### src/rtl/rst_seq_gen.sv
// Lock-qualified, synchronously released active-low core reset with software warm reset.
// Optional macro RST_SEQ_CAUSE_EN builds a registered reset-cause output (tied 00 otherwise).
module rst_seq_gen #(
  parameter int SYNC_STAGES    = 2,
  parameter int LOCK_FILTER    = 4,
  parameter int STRETCH_CYCLES = 16
) (
  input  logic       clk_i,
  input  logic       rst_ni,
  input  logic       locked_i,
  input  logic       sw_rst_req_i,
  output logic       rstn_o,
  output logic       rst_done_o,
  output logic [1:0] state_o,
  output logic [1:0] rst_cause_o
);

  localparam int CNT_MAX = ((LOCK_FILTER > STRETCH_CYCLES) ? LOCK_FILTER : STRETCH_CYCLES) - 1;
  localparam int CW      = (CNT_MAX > 0) ? $clog2(CNT_MAX + 1) : 1;
  localparam logic [CW-1:0] FILT_LAST = CW'(LOCK_FILTER - 1);
  localparam logic [CW-1:0] STR_LAST  = CW'(STRETCH_CYCLES - 1);
  localparam logic [CW-1:0] CNT_ONE   = CW'(1);

  typedef enum logic [1:0] {
    WAIT_LOCK = 2'b00,
    STRETCH   = 2'b01,
    RUN       = 2'b10
  } state_t;

  state_t                 r_state;
  logic [CW-1:0]          r_cnt;
  logic [SYNC_STAGES-1:0] r_sync;
  logic                   r_rstn;
  logic                   r_done;
  logic                   w_lock_s;

  assign w_lock_s = r_sync[SYNC_STAGES-1];

  always_ff @(posedge clk_i or negedge rst_ni) begin
    if (!rst_ni) begin
      r_sync <= '0;
    end else begin
      r_sync <= {r_sync[SYNC_STAGES-2:0], locked_i};
    end
  end

  // Outputs are assigned alongside the state so they track the state register exactly.
  always_ff @(posedge clk_i or negedge rst_ni) begin
    if (!rst_ni) begin
      r_state <= WAIT_LOCK;
      r_cnt   <= '0;
      r_rstn  <= 1'b0;
      r_done  <= 1'b0;
    end else begin
      case (r_state)
        WAIT_LOCK: begin
          if (!w_lock_s) begin
            r_cnt <= '0;
          end else if (r_cnt == FILT_LAST) begin
            r_state <= STRETCH;
            r_cnt   <= '0;
          end else begin
            r_cnt <= r_cnt + CNT_ONE;
          end
        end
        STRETCH: begin
          if (!w_lock_s) begin
            r_state <= WAIT_LOCK;
            r_cnt   <= '0;
          end else if (r_cnt == STR_LAST) begin
            r_state <= RUN;
            r_cnt   <= '0;
            r_rstn  <= 1'b1;
            r_done  <= 1'b1;
          end else begin
            r_cnt <= r_cnt + CNT_ONE;
          end
        end
        RUN: begin
          if (!w_lock_s) begin
            r_state <= WAIT_LOCK;
            r_cnt   <= '0;
            r_rstn  <= 1'b0;
            r_done  <= 1'b0;
          end else if (sw_rst_req_i) begin
            r_state <= STRETCH;
            r_cnt   <= '0;
            r_rstn  <= 1'b0;
            r_done  <= 1'b0;
          end
        end
        default: begin
          r_state <= WAIT_LOCK;
          r_cnt   <= '0;
          r_rstn  <= 1'b0;
          r_done  <= 1'b0;
        end
      endcase
    end
  end

  assign rstn_o     = r_rstn;
  assign rst_done_o = r_done;
  assign state_o    = r_state;

`ifdef RST_SEQ_CAUSE_EN
  logic [1:0] r_cause;

  // Lock loss outranks a simultaneous software request, matching the FSM priority.
  always_ff @(posedge clk_i or negedge rst_ni) begin
    if (!rst_ni) begin
      r_cause <= 2'b00;
    end else if (r_state == RUN) begin
      if (!w_lock_s) begin
        r_cause <= 2'b01;
      end else if (sw_rst_req_i) begin
        r_cause <= 2'b10;
      end
    end
  end

  assign rst_cause_o = r_cause;
`else
  assign rst_cause_o = 2'b00;
`endif

endmodule

### config.mk
export PLATFORM = sky130hd
export DESIGN_NAME = rst_seq_gen
export DESIGN_NICKNAME = d
export VERILOG_FILES = /design/src/rtl/rst_seq_gen.sv
export SDC_FILE = /design/constraint.sdc
export NUM_CORES = 1
export LEC_CHECK = 0
export BUFFER_PORTS_ARGS = -buffer_cell sky130_fd_sc_hd__buf_2
export CAP_MARGIN = 15
export CORE_AREA = 5 5 42 44
export CTS_CLUSTER_DIAMETER = 60
export DETAILED_ROUTE_END_ITERATION = 12
export DIE_AREA = 0 0 47 49
export SKIP_CTS_REPAIR_TIMING = 1
export SYNTH_ARGS = -nofsm -noshare
export SYNTH_HDL_FRONTEND = slang
export SYNTH_SLANG_ARGS = --single-unit
### constraint.sdc
create_clock -name clk_i -period 1.6 [get_ports clk_i]
set_input_delay 0.32 -clock clk_i [delete_from_list [all_inputs] [get_ports clk_i]]
set_output_delay 0.32 -clock clk_i [all_outputs]
set_load 0.02 [all_outputs]
## After elaboration in Yosys (flattened, before gate mapping)

Index checks and enable logic that the tools add are counted.

| cells by class | value |
|---|---|
| $add $sub $neg | 1 |
| $mul | 0 |
| divide/modulo/power cells | 0 |
| magnitude comparators | 0 |
| equality and inequality tests | 10 |
| shift operators | 0 |
| multiplexer cells | 19 |
| bitwise logic cells | 1 |
| reductions and logical operators | 3 |

Operators with widths:

| operator | count |
|---|---|
| 4-bit two-way mux | 6 |
| 2-bit two-way mux | 6 |
| 4-bit case mux with 3 select lines | 1 |
| 2-bit != test, second input constant | 4 |
| 4-bit AND reduction | 2 |
| 3-bit != test, second input constant | 2 |
| 2-bit case mux with 3 select lines | 1 |
| 4-bit by 1-bit adder with 4-bit output, second input constant | 1 |
| 4-bit by 2-bit equality test with 1-bit output, second input constant | 1 |
| 4-bit equality test, second input constant | 1 |
| 1-bit two-way mux | 4 |
| 1-bit case mux with 3 select lines | 1 |
| 2-bit by 1-bit equality test with 1-bit output, second input constant | 1 |
| 2-bit equality test, second input constant | 1 |
| 2-bit zero test | 1 |
| 1-bit NOT | 1 |

| storage, ports and cells | value |
|---|---|
| bits in registers | 9 |
| bits in latches | 0 |
| RAM bits | 0 |
| memory bits (read-only) | 0 |
| input bits | 4 |
| output and inout bits | 6 |
| logic and storage cells | 38 |
| memories kept | 0 |

## Depth between registers and ports, before layout

| logic depth | value |
|---|---|
| depth after elaboration | 4 |
| depth in mapped cells | 4 |
| gate-level depth less buffers | 4 |

## Worst setup path before layout

No wires, ideal clock.

| timing | value |
|---|---|
| path type | register to register |
| start point | register r_cnt[0] |
| end point | register r_state[0], in the netlist state_o[0] |
| arrival time | 1.182 ns |
| setup slack | 0.294 ns |
| cell stages (with the launch flop) | 5 |
| buffers on the path | 0 |
| period minus slack after synthesis | 1.306 ns |
| path through | dfrtp_1 > ha_1 > nor2b_2 > nor3b_1 > o31a_1 |

| on the way | value |
|---|---|
| longest elaborated chain between the ends | 3 |
| elaborated cells on any way between the ends | 5 |
| classes of those cells | eq/ne (4); reduce/logical (1) |

RTL lines:

| what | line | source |
|---|---|---|
| from (decl) | 31 | `logic [CW-1:0] r_cnt;` |
| from (signal assigned) | 63 | `r_cnt <= r_cnt + CNT_ONE;` |
| from (signal assigned) | 76 | `r_cnt <= r_cnt + CNT_ONE;` |
| 4-bit equality test / 4-bit by 2-bit equality test with 1-bit output (equally long branches) | 70, 59 |  |
| 3-bit != test (no line) / 2-bit != test (equally long branches) | - |  |
| 4-bit AND reduction (no line) (*) | - |  |
| to (signal assigned) | 68 | `r_state <= WAIT_LOCK;` |
| to (signal assigned) | 71 | `r_state <= RUN;` |
| to (signal assigned) | 81 | `r_state <= WAIT_LOCK;` |
| to (decl) | 30 | `state_t r_state;` |

Every way passes the cells marked *; elsewhere a longest branch is shown, timed or not.
A chain may end at the register's enable or synchronous reset.

## Worst setup path in the final report

Ends and elaborated chain as after synthesis.

==> run metrics <==
Fin. Hold Viols=0; synth top area cells=dfrtp_1 49%, buf_4 4.9%, and4bb_4 3.6%, nor3b_1 3.3%, ha_1 2.7%; post-DP HPWL=629 um; final core occ=37.7%; Layout Nets=58; leak pwr=0.234 nW; num ports=10; Fin Setup TNS=0 ns; gr busiest metal=met2; top cells by count, synth=9 x dfrtp_1, 3 x buf_4; GRT Util Overall=9.00%; syn avg cell area=10.8 um2; die area=2300 um2; Num CTS Buffers=3; CP arrival=1.52 ns; synth-to-layout area growth=15.9%; synthesized area=455 um2; CP Launch Type=flip-flop; Ys Warns=0; global route overflow=0; register bit count reported by yosys=9; clock tree buffer depth=2; Max Freq=725 MHz; WP data required=1.74 ns; initial core utilization=32.5%; Pint=0.357 mW; sequential power share=52.9%; P_sw=0.118 mW; # diodes=0; Pwr Total=0.475 mW; PwrDens=899 nW/um2; DRC=0; post-DR wirelength/cell=12.6 um; top-area cell type share of the netlist area=49.5%; clock transition at the registers of the reported paths=0.06 ns; minimum clock period=1.38 ns; largest net degree at the start of global routing=10; Vias=360; Final period util=86.2%; vias per cell=5.29; Placer Congestion=0.721; Post-synth ARST share=100%; H-Tree Depth=1; status=complete, no violations; MaxCap Viol Count=0; register area share after synthesis=49.5%; Root Buffer=clkbuf_4; clk_lat worst skew=0.26 ns; cell count after synthesis=42; final worst slack=0.221 ns; pre-CTS WS=0.240 ns; worst vdd ir=0.459 mV; core area=1400 um2; Total Routed Length=856 um; CTS tree=done; met2 usage=11.5%; port bufs=7; Yosys cell types=26; Logic pwr share=10.4%; most common cell in the synthesized netlist=dfrtp_1; Antenna Nets Post-Route=0; Worst Hold Class=in2reg; Worst Skew=0.000728 ns; Hold Slack=0.166 ns; Yosys top cell by area=dfrtp_1; Die Wd=47 um; Synth Flop Type=dfrtp_1; overall die height=49 um; 1st-iter DRT viols=11; met3 global-route usage=3.32%; met1 GRT Util=10.3%; Clock power frac=36.7%; layout cells sized above 1=25.0%; RSZ-0062 raised after global routing=no; # setup viols final=0; first drt pass iteration count=4; vias in the first global route=318; EDFF count, synth=0; critical path fanouts, max=5; total clock sinks=9; Slew Viols, Final=0; initial antenna violation count=0; row cnt=14; first-pass GRT wire length=1.39 mm; Sw Share=24.8%; CP Class=reg2reg; Setup crit end kind=flip-flop
[logic make-up after synthesis]
| kind of cell | count (synthesis) | share of synthesized area [%] |
|---|---|---|
| AOI/OAI and AO/OA | 10 | 16.5 |
| other | 1 | 0.823 |
| and+or+nand+nor | 15 | 21.7 |
| adders and majority gates | 1 | 2.75 |
| muxes | 1 | 2.20 |
| buffers and inverters | 5 | 6.59 |
| DFF | 9 | 49.5 |
[layout make-up]
type                       instances  area [um2]
clock buffer                       4        26.3
fill                             150         873
inverter                           2        7.51
multi-input combinational         29         204
sequential                         9         225
tap                               16        20.0
timing repair buffer               8        45.0
[layout by cell type, fill, tap and decap left out, drive strengths merged]
cell         n
a22o         1
dlygate4sd3  1
a31oi        1
o21ai        2
a21oi        1
buf          7
nand2        2
nand3        1
dfrtp        9
and3         1
a32o         1
a311oi       1
conb         2
inv          2
nor3b        2
a221o        1
nor3         2
mux2i        1
nor2b        1
ha           1
and4bb       1
nor2         2
o21a         1
nand4        2
o31a         1
and2b        1
clkbuf       4
[sequential cells by signal, indices dropped and copies added, names as in the netlist]
register,flops
r_sync,2
state_o,2
rst_done_o,1
r_cnt,4
[power groups by stage]
stage | Combinational [mW] | Sequential (mW) | Clock [mW]
2_1_floorplan | 0.0341 | 0.254 | 0
3_3_place_gp | 0.0474 | 0.255 | 0
3_5_place_dp | 0.0480 | 0.256 | 0
4_1_cts | 0.0486 | 0.251 | 0.187
5_1_grt | 0.0553 | 0.253 | 0.197
6_report | 0.0495 | 0.251 | 0.174
[worst max-delay path, stage by stage (launching register included)]
cell,delay [ns]
dfrtp_1,0.41
ha_1,0.25
nor2b_2,0.17
nor3b_1,0.14
o31a_1,0.28
[through the flow]
step / instances / area [um2]
floorplan: 43 / 459
finish: 68 / 528
global placement: 63 / 492
CTS: 67 / 518
detailed placement: 63 / 492
global route: 68 / 528
[layer usage]
metal,wire (um),part of all wire [%]
met3,74,8.6
met1,355,41
met4,42,4.9
met2,384,45
met5,0,0
[path summary, 6_finish.rpt]
check | start | end | slack, ns | cells after the start
setup / recovery | r_cnt[0] | state_o[0] | 0.22 | 4
hold / removal | locked_i | r_sync[0] | 0.17 | 1
setup reg to reg | r_cnt[0] | state_o[0] | 0.22 | 4
hold reg to reg | r_sync[0] | r_sync[1] | 0.36 | 0
max in group asynchronous | rst_ni | r_cnt[1] | 0.98 | 2
min in group asynchronous | rst_ni | state_o[0] | 0.44 | 2
(Power assumes the default switching activity.)
